==> src/rtl/jt12_pkg.sv <==
// rtl/jt12_pkg.sv - shared constants, state/entry types and channel-code helpers for the key-on path
package jt12_pkg;
  localparam logic [7:0] KON_REG   = 8'h28;
  localparam int         SLOTS_6CH = 24;
  localparam int         SLOTS_3CH = 12;

  typedef enum logic {KON_IDLE, KON_HOLD} kon_state_e;

  typedef struct packed {
    logic [3:0] op;
    logic [2:0] ch;
  } kon_entry_t;

  function automatic logic ch_valid(input logic [2:0] code, input int num_ch);
    if (num_ch == 3) return (code < 3'd3);
    return (code != 3'd3) && (code != 3'd7);
  endfunction

  // Six-channel parts skip code 3 between the two channel groups.
  function automatic logic [2:0] next_ch_inc(input logic [2:0] code, input int num_ch);
    if (num_ch == 3) return (code >= 3'd2) ? 3'd0 : code + 3'd1;
    if (code == 3'd2) return 3'd4;
    if (code >= 3'd6) return 3'd0;
    return code + 3'd1;
  endfunction
endpackage

==> src/rtl/jt12_kon_fifo.sv <==
// rtl/jt12_kon_fifo.sv - circular buffer of pending key-on writes
module jt12_kon_fifo #(
  parameter int width = 7,
  parameter int depth = 4
) (
  input  logic                   clk,
  input  logic                   rst,
  input  logic                   push,
  input  logic                   pop,
  input  logic [width-1:0]       push_data,
  output logic [width-1:0]       head,
  output logic                   full,
  output logic                   empty,
  output logic [$clog2(depth):0] count
);
  localparam int PW = $clog2(depth);

  logic [width-1:0] mem_q [depth];
  logic [width-1:0] mem_d [depth];
  logic [PW-1:0]    wr_ptr_q, wr_ptr_d;
  logic [PW-1:0]    rd_ptr_q, rd_ptr_d;
  logic [PW:0]      count_q, count_d;
  logic             do_push, do_pop;

  assign full    = (count_q == (PW+1)'(depth));
  assign empty   = (count_q == '0);
  assign count   = count_q;
  assign head    = mem_q[rd_ptr_q];
  assign do_pop  = pop && !empty;
  // A pop on the same edge frees the slot, so a push into a full buffer still lands.
  assign do_push = push && (!full || do_pop);

  always_comb begin
    mem_d    = mem_q;
    wr_ptr_d = wr_ptr_q;
    rd_ptr_d = rd_ptr_q;
    count_d  = count_q;
    if (do_push) begin
      mem_d[wr_ptr_q] = push_data;
      wr_ptr_d        = wr_ptr_q + PW'(1);
    end
    if (do_pop) rd_ptr_d = rd_ptr_q + PW'(1);
    case ({do_push, do_pop})
      2'b10:   count_d = count_q + (PW+1)'(1);
      2'b01:   count_d = count_q - (PW+1)'(1);
      default: count_d = count_q;
    endcase
  end

  always_ff @(posedge clk or posedge rst) begin
    if (rst) begin
      mem_q    <= '{default: '0};
      wr_ptr_q <= '0;
      rd_ptr_q <= '0;
      count_q  <= '0;
    end else begin
      mem_q    <= mem_d;
      wr_ptr_q <= wr_ptr_d;
      rd_ptr_q <= rd_ptr_d;
      count_q  <= count_d;
    end
  end
endmodule

==> src/rtl/jt12_kon_ctrl.sv <==
// rtl/jt12_kon_ctrl.sv - slot rotation and key-on write scheduler holding each write for one rotation
module jt12_kon_ctrl #(
  parameter int num_ch     = 6,
  parameter int fifo_depth = 4
) (
  input  logic       clk,
  input  logic       rst,
  input  logic       clk_en,
  input  logic       wr,
  input  logic [7:0] din,
  input  logic       clr_lost,
  output logic [1:0] next_op,
  output logic [2:0] next_ch,
  output logic [3:0] keyon_op,
  output logic [2:0] keyon_ch,
  output logic       up_keyon,
  output logic       busy,
  output logic       full,
  output logic       lost
);
  import jt12_pkg::*;

  localparam int              R         = (num_ch == 3) ? SLOTS_3CH : SLOTS_6CH;
  localparam int              HW        = $clog2(R);
  localparam logic [HW-1:0]   HOLD_LAST = HW'(R - 1);

  kon_state_e                  state_q, state_d;
  logic [HW-1:0]               hold_q, hold_d;
  logic [1:0]                  op_q, op_d;
  logic [2:0]                  ch_q, ch_d;
  kon_entry_t                  act_q, act_d;
  logic                        lost_q, lost_d;
  logic                        wr_ok, push, pop;
  logic                        fifo_full, fifo_empty;
  logic [$clog2(fifo_depth):0] fifo_count;
  kon_entry_t                  head, wr_entry;
  logic                        din_unused;

  assign din_unused = din[3];
  assign wr_entry   = '{op: din[7:4], ch: din[2:0]};
  assign wr_ok      = clk_en && wr && ch_valid(din[2:0], num_ch);

  jt12_kon_fifo #(.width(7), .depth(fifo_depth)) u_fifo (
    .clk       (clk),
    .rst       (rst),
    .push      (push),
    .pop       (pop),
    .push_data (wr_entry),
    .head      (head),
    .full      (fifo_full),
    .empty     (fifo_empty),
    .count     (fifo_count)
  );

  always_comb begin
    state_d = state_q;
    hold_d  = hold_q;
    op_d    = op_q;
    ch_d    = ch_q;
    act_d   = act_q;
    lost_d  = lost_q;
    push    = 1'b0;
    pop     = 1'b0;
    if (clk_en) begin
      ch_d = next_ch_inc(ch_q, num_ch);
      if (ch_d == 3'd0) op_d = op_q + 2'd1;
      case (state_q)
        KON_IDLE: begin
          hold_d = '0;
          if (!fifo_empty) begin
            pop     = 1'b1;
            push    = wr_ok;
            act_d   = head;
            state_d = KON_HOLD;
          end else if (wr_ok) begin
            act_d   = wr_entry;
            state_d = KON_HOLD;
          end
        end
        KON_HOLD: begin
          push = wr_ok;
          // Retire and reload on the same edge so back-to-back entries leave no gap.
          if (hold_q == HOLD_LAST) begin
            hold_d = '0;
            if (!fifo_empty) begin
              pop   = 1'b1;
              act_d = head;
            end else begin
              state_d = KON_IDLE;
            end
          end else begin
            hold_d = hold_q + HW'(1);
          end
        end
        default: state_d = KON_IDLE;
      endcase
      if (push && fifo_full && !pop) lost_d = 1'b1;
      else if (clr_lost)             lost_d = 1'b0;
    end
  end

  always_ff @(posedge clk or posedge rst) begin
    if (rst) begin
      state_q <= KON_IDLE;
      hold_q  <= '0;
      op_q    <= '0;
      ch_q    <= '0;
      act_q   <= '0;
      lost_q  <= 1'b0;
    end else begin
      state_q <= state_d;
      hold_q  <= hold_d;
      op_q    <= op_d;
      ch_q    <= ch_d;
      act_q   <= act_d;
      lost_q  <= lost_d;
    end
  end

  assign next_op  = op_q;
  assign next_ch  = ch_q;
  assign keyon_op = act_q.op;
  assign keyon_ch = act_q.ch;
  assign up_keyon = (state_q == KON_HOLD);
  assign busy     = up_keyon || (fifo_count != '0);
  assign full     = fifo_full;
  assign lost     = lost_q;
endmodule

==> config.mk <==
export PLATFORM = sky130hd
export DESIGN_NAME = jt12_kon_ctrl
export DESIGN_NICKNAME = d
export VERILOG_FILES = /design/src/rtl/jt12_pkg.sv /design/src/rtl/jt12_kon_fifo.sv /design/src/rtl/jt12_kon_ctrl.sv
export SDC_FILE = /design/constraint.sdc
export NUM_CORES = 1
export LEC_CHECK = 0
export ABC_AREA = 1
export BUFFER_PORTS_ARGS = -buffer_cell sky130_fd_sc_hd__clkbuf_2
export CAP_MARGIN = 40
export CORE_MARGIN = 4
export CORE_UTILIZATION = 53
export DETAILED_ROUTE_END_ITERATION = 12
export PLACE_DENSITY = 0.76
export RECOVER_POWER = 50
export REMOVE_ABC_BUFFERS = 1
export SYNTH_ARGS = -nofsm -noshare
export SYNTH_HDL_FRONTEND = slang
export SYNTH_HIERARCHICAL = 1
export SYNTH_SLANG_ARGS = --single-unit
==> constraint.sdc <==
create_clock -name clk -period 2.55 [get_ports clk]
set_clock_uncertainty 0.2 [all_clocks]
set_input_delay 0.1275 -clock clk [delete_from_list [all_inputs] [get_ports clk]]
set_output_delay 0.1275 -clock clk [all_outputs]
set_load 0.01 [all_outputs]
==> summary.md, run 1 <==
| Metric | Value |
|---|---|
| Arr. time, crit path | `2390 ps` |
| Pre-CTS setup slack | `-8.90 ps` |
| Asr flop ratio synth | `100%` |
| Average wire per standard cell | `between 10 and 15 um` |
| Largest net degree at the start of global routing | `36` |
| Clock-pin slew on the worst setup and hold paths | `about 90 ps` |
| Pwr Density | `between 1000 and 1500 nW/um2` |
| Hold WC Path Type | `input port to register` |
| Distinct cell type count after synthesis | `31` |
| Seq/Total Area, Yosys | `46.2%` |
| Leading area contributor after synthesis | `dfrtp_1` |
| Area of the multi-input gates | `between 1000 and 1500 um2` |
| Fin crit period | `between 2000 and 2500 ps` |
| Worst setup margin | `between 150 and 200 ps` |
| RePlAce Congestion | `0.840` |
| Top Ports | `29` |
| Post-Syn Area | `around 2900 um2` |
| VDD IR max | `around 0.6 mV` |
| # rows | `26` |
| Area contributors post-synth | `dfrtp_1 46%, nand2_1 16%, nand4_1 8.6%` |
| Max Buffers Root-to-Sink | `2` |
| Cells along the critical path | `ha_2, nand2_1, inv_2, nand3_2, nand2_2, nand2_4, nor2_4, inv_2, nand3_4, nand2_2, ha_2, inv_1, fa_2, nand2_1, nand3b_1, xor2_1` |
| CTS HTree Levels | `2` |
| Core footprint | `about 5200 um2` |
| Crit Path Max Fanout | `2` |
| Initial drt markers | `136` |
| Finished Layout Cells | `approximately 470` |
| Slowest stage delay, CP | `approximately 400 ps` |
| Clock root buffer | `clkbuf_8` |
| FMAX | `roughly 0.42 GHz` |
| Synth-to-Final Area Change | `14.9%` |
| Seq cells post-synth | `54` |
| Initial antenna violation count | `0` |
| Routed wire length | `approximately 6500 um` |
| Number of synthesized flops with an enable pin | `0` |
| Die width | `about 82 um` |
| Crit end category | `register` |
| CTS tree | `yes` |
| Rel. slew slack | `a little under an eighth` |
| First-pass GRT wire length | `11,200 um` |
| Nets | `about 420` |
| Avg Cell Area, Syn | `between 8 and 9 um2` |
| Crit path kind | `register to register` |
| Static Leakage | `1.73 nW` |
| Via density | `between 5 and 6` |
| # diodes | `0` |
| CTS Sinks | `54` |
| Tot GR Track Use | `21.3%` |
| Fin util | `between 60% and 70%` |
| Vias in the first global route | `approximately 2,400` |
| Outcome | `finished clean` |
| Critical Path RT | `roughly 2600 ps` |
| Via count | `approximately 2,600` |
| Initial core utilization | `55.8%` |
| Hold Vio Cnt, Final | `0` |
| Synth Instances | `about 360` |
| Clk_lat worst skew | `roughly 310 ps` |
| Slew @ Worst Pin | `1320 ps` |
| Cell at the slowest stage of the critical path | `dfrtp_1` |
| Final slew viol count | `0` |
| Ys Warns | `6` |
| Port buffer count | `27` |
| Main synth FF type | `dfrtp_1` |
| Routed Antenna Nets | `0` |
| Dpl cells | `~440` |
| Finish-stage setup viols | `0` |
| DP HPWL | `approximately 4500 um` |
| Fin crit share | `a little over nine tenths` |
| First-pass DRT Iterations | `4` |
| DRC viols | `0` |
| Share of cells above drive strength 1 | `between 10% and 20%` |
| Yosys top cell area share | `46.2%` |
| Remaining global-route overflow | `0` |
| Max_cap viols | `0` |
| Startpoint types | `register` |
| Chip height | `between 80 and 90 um` |
| DIE AREA | `between 6000 and 7000 um2` |
| Num CTS Buffers | `5` |
| Number of fill cells in the layout | `roughly 460` |
| Sequential Area | `1350 um2` |
[layout by cell type, fill, tap and decap left out, drive strengths merged, types with 5 or more instances in the layout]
master / netlist / final
nand2: 126 / 126
dfrtp: 54 / 54
nand4: 40 / 40
clkbuf: 1 / 34
inv: 30 / 30
o21ai: 21 / 21
nor2: 20 / 20
buf: 17 / 14
nand3: 14 / 14
dlygate4sd3: 0 / 9
ha: 8 / 8
o22ai: 7 / 7
a21oi: 5 / 5
[cell families (layout without fill, tap and decap cells)]
family / count (synthesis) / count (layout) / synth area share (%)
AOI/OAI and AO/OA: 35 / 35 / 6.89
DFF: 54 / 54 / 46.2
buffers and inverters: 48 / 88 / 7.79
and+or+nand+nor: 204 / 204 / 33.2
adders and majority gates: 9 / 9 / 4.11
xor gates and xnor gates: 6 / 6 / 1.80
[area by class of cell]
class	instances	share of cell area [%]
sequential	54	40.2
timing repair buffer	51	9.39
inverter	30	3.35
clock inverter	1	0.894
clock buffer	6	2.46
multi-input combinational	254	41.1
tap	70	2.61
[sequential cells by signal, summed over array words and instances (netlist names)]
signal	count
up_keyon	1
keyon_op	4
next_ch	3
hold_q	5
u_fifo/count	3
u_fifo/mem_q	28
u_fifo/rd_ptr_q	2
keyon_ch	3
u_fifo/wr_ptr_q	2
next_op	2
lost	1
[through the flow]
stage	hold WS [ps]	TNS (ps)	area, um2	power, W
floorplan	-121	-11710	2810	0.00265
global placement	-52.0	0	3090	0.00309
detailed placement	-53.3	-8.90	3090	0.00316
CTS	21.2	0	3310	0.00378
global route	100	-8.07	3360	0.00418
finish	64.5	0	3360	0.00382
[worst max-delay path, delay by kind of cell, from the launching register on]
| kind | cells | cell delay [ps] |
|---|---|---|
| flops | 1 | 400 |
| simple gates | 9 | 660 |
| fa+ha+maj | 3 | 690 |
| buf+inv | 3 | 170 |
| xor+xnor | 1 | 150 |
[Yosys cell counts, drive strengths merged (2+ instances only)]
master,n
o22ai,7
nand2,126
nand3,14
nand4,40
xnor2,2
nor3,2
buf,17
xor2,4
nor2,20
ha,8
inv,30
a21oi,5
o21ai,21
dfrtp,54
[per-layer routing]
layer | track usage [%] | share of wire, %
met4 | 7.97 | 1.6
met3 | 3.47 | 6.1
met1 | 28.4 | 44
met2 | 34.9 | 48
met5 | 0 | 0
[power breakdown]
part | total, W | internal (W) | switching [W]
Combinational | 0.00166 | 0.000639 | 0.00102
Clock | 0.000591 | 0.000315 | 0.000276
Sequential | 0.00156 | 0.00125 | 0.000320
Total | 0.00382 | 0.00220 | 0.00162
[what timing repair did]
item	CTS	global route
buffers inserted	2	5
endpoints found under the hold margin	59	0
setup endpoints to repair	1	18
resized for setup	1	12
hold buffers	9	0
pin swaps	0	2
[final timing paths]
kind	from	end	slack [ps]	cells after the start
setup / recovery	hold_q[0]	u_fifo/count[2]	160	16
hold / removal	clk_en	hold_q[3]	60	2
setup reg to reg	hold_q[0]	u_fifo/count[2]	160	16
hold reg to reg	u_fifo/mem_q[11]	u_fifo/mem_q[11]	280	2
max in group asynchronous	rst	u_fifo/mem_q[11]	440	4
min in group asynchronous	rst	u_fifo/rd_ptr_q[0]	150	3
Power figures use the tool's default switching activity.
==> run 2, diff against run 1 <==
BUFFER_PORTS_ARGS = -buffer_cell sky130_fd_sc_hd__buf_2   (was -buffer_cell sky130_fd_sc_hd__clkbuf_2)
==> run 2 against run 1 <==
  * Global-route usage down 0.44 points
  * Combinational power down 3%
  * Clock power down 19%
  * Critical path depth unchanged
  * Register-to-register slack worse by 60 ps
  * Sequential power about the same
  * Largest cell class unchanged
==> summary.md, run 2 (same netlist as run 1, synthesis figures left out) <==
| Metric | Value |
|---|---|
| Vias in the first global route | `2,366 (-2.0%)` |
| VDD IR max | `0.490 mV (-16%)` |
| Buf/Inv on CP | `3 (unchanged)` |
| Max Buffers Root-to-Sink | `2 (unchanged)` |
| # rows | `26 (unchanged)` |
| M3 GR Usage | `4.01% (+0.54 points)` |
| Arr. time, crit path | `2440 ps (+50 ps)` |
| Worst flop-to-flop path startpoint | `hold_q[1]` |
| Pwr Density | `1110 nW/um2 (-2.5%)` |
| Tot GR Track Use | `20.9% (-0.44 points)` |
| Hold path start | `wr` |
| First-pass DRT Iterations | `4 (unchanged)` |
| Post-DP Area | `3090 um2 (unchanged)` |
| Worst Setup SP | `hold_q[1]` |
| Slowest stage delay, CP | `400 ps (about the same)` |
| Average wire per standard cell | `14.2 um (+1.0%)` |
| Routed Antenna Nets | `0 (unchanged)` |
| CTS Sinks | `54 (unchanged)` |
| Finished Layout Cells | `464 (-0.43%)` |
| Total power | `0.00367 W (-3.9%)` |
| Crit end category | `register` |
| RePlAce Congestion | `0.843 (+0.33%)` |
| Internal Pwr Total | `0.00205 W (-6.9%)` |
| Port buffer count | `27 (unchanged)` |
| Met2 Use GR | `33.9% (-1.0 points)` |
| Static Leakage | `1.70 nW (-2.0%)` |
| Fin crit share | `96.1% (+2.3 points)` |
| First-pass GRT wire length | `11,000 um (-1.2%)` |
| Setup Total Neg Slack | `0 ps (unchanged)` |
| Fin util | `63.2% (-0.93 points)` |
| Dpl cells | `443 (unchanged)` |
| Finish-stage setup viols | `0 (unchanged)` |
| Initial drt markers | `155 (+14%)` |
| Top Ports | `29 (unchanged)` |
| Remaining global-route overflow | `0 (unchanged)` |
| Routed wire length | `6570 um (+0.58%)` |
| Combinational power share | `44.0% (+0.5 points)` |
| Initial antenna violation count | `0 (unchanged)` |
| Initial core utilization | `55.8% (unchanged)` |
| Crit Path Max Fanout | `2 (unchanged)` |
| Core footprint | `5240 um2 (unchanged)` |
| Most frequent cells in the layout | `121 x nand2_1, 54 x dfrtp_1, 40 x nand4_1` |
| DP HPWL | `4530 um (+0.74%)` |
| Max_cap viols | `0 (unchanged)` |
| Clk network pwr share | `13.1% (-2.4 points)` |
| Largest Register | `u_fifo/mem_q` |
| DRC viols | `0 (unchanged)` |
| Synth-to-Final Area Change | `13.2%` |
| P_sw | `0.00162 W (+0.17%)` |
| Num CTS Buffers | `5 (unchanged)` |
| Via density | `5.35 (-2.3%)` |
| Clock-pin slew on the worst setup and hold paths | `100 ps (about the same)` |
| Hold WC Path Type | `input port to register` |
| Final slew viol count | `0 (unchanged)` |
| DIE AREA | `6770 um2 (unchanged)` |
| Startpoint types | `register` |
| Rel. slew slack | `41.2% (+29 points)` |
| Non-Filler Cell Area, Final | `3310 um2 (-1.5%)` |
| Hold Vio Cnt, Final | `0 (unchanged)` |
| Share of cells above drive strength 1 | `14.7% (-0.43 points)` |
| Most common cell after layout, fill and taps aside | `nand2_1` |
| Slew @ Worst Pin | `882 ps (-438 ps)` |
| CTS HTree Levels | `2 (unchanged)` |
| Cells along the critical path | `ha_2, nand2_1, inv_2, nand3_2, nand2_2, nand2_2, nor2_4, inv_2, nand3_4, nand2_2, ha_2, inv_1, fa_2, nand2_1, nand3b_1, xor2_1` |
| Critical path's top delay family | `adder cells` |
| FF-to-FF setup slack | `100 ps (-60 ps)` |
| Switching Share | `44.2% (+1.8 points)` |
| Nets | `415 (-0.72%)` |
| Fin crit period | `2450 ps (+59.6 ps)` |
| # diodes | `0 (unchanged)` |
| Crit path kind | `register to register` |
| Reg power frac | `42.9% (+1.9 points)` |
| Cell at the slowest stage of the critical path | `dfrtp_1` |
| Clock root buffer | `clkbuf_8` |
| Busiest grt layer | `met2` |
| Met1 Usage GRT | `28.9% (+0.43 points)` |
| Largest net degree at the start of global routing | `36 (unchanged)` |
| Critical Path RT | `2540 ps (about the same)` |
| Chip height | `82.3 um (unchanged)` |
| Most frequent CP cell | `nand2_2` |
| Die width | `82.3 um (unchanged)` |
| FMAX | `0.408 GHz (-2.4%)` |
| Max reg flops | `28 (unchanged)` |
| Outcome | `finished clean` |
| Via count | `2,483 (-2.7%)` |
| Clk_lat worst skew | `310 ps (about the same)` |
| CTS tree | `yes` |
==> run 2: worst reg2reg max path: stages (launching register included) <==
cell and delay, ps:
dfrtp_1 400, ha_2 190, nand2_1 90, inv_2 50, nand3_2 70, nand2_2 60, nand2_2 90, nor2_4 50
inv_2 60, nand3_4 70, nand2_2 70, ha_2 170, inv_1 60, fa_2 340, nand2_1 70, nand3b_1 110
xor2_1 160
==> run 2: power by group through the flow <==
stage               sequential, W  combinational [W]  clock (W)
floorplan                 0.00155            0.00110          0
detailed placement        0.00158            0.00157          0
finish                    0.00157            0.00161   0.000480
global route              0.00163            0.00185   0.000522
CTS                       0.00157            0.00162   0.000490
global placement          0.00156            0.00152          0
==> run 2: final cells by class <==
cell class                      instances  area (um2)
Multi-Input combinational cell        254        1380
Clock buffer                            6        72.6
Timing Repair Buffer                   48         298
Fill cell                             457        1930
Inverter                               30         113
Tap cell                               70        87.6
Clock inverter                          2        13.8
Sequential cell                        54        1350
==> run 2: path summary, 6_finish.rpt <==
path                                    end  cells past startpoint
min in group asynchronous        next_op[0]                      3
max                         u_fifo/count[2]                     16
max reg2reg                 u_fifo/count[2]                     16
min                                up_keyon                      5
min reg2reg                 u_fifo/mem_q[7]                      2
max in group asynchronous  u_fifo/mem_q[20]                      4
==> run 2: metal layers <==
metal  vias to the layer above  wire length, um
met1                      1153             3000
met3                         9              393
met2                        75             3100
met5                         -                0
li1                       1246                -
met4                         0               78
==> run 2: metrics by stage <==
| step | hold WS, ps | setup WS, ps |
|---|---|---|
| after global placement | 59.6 | 75.8 |
| final | 110 | 98.9 |
| after detailed placement | 59.4 | -4.24 |
| after CTS | 114 | 27.0 |
| after floorplan | -121 | -916 |
| after global routing | 147 | -44.0 |
==> run 2: repair_timing <==
| item | CTS | global route |
|---|---|---|
| endpoints found under the setup margin | 1 | 12 |
| pin swaps | 0 | 3 |
| endpoints found under the hold margin | 84 | 0 |
| resized for setup | 2 | 10 |
| hold buffers | 10 | 0 |
| buffers inserted | 2 | 1 |
| gates cloned | 0 | 0 |
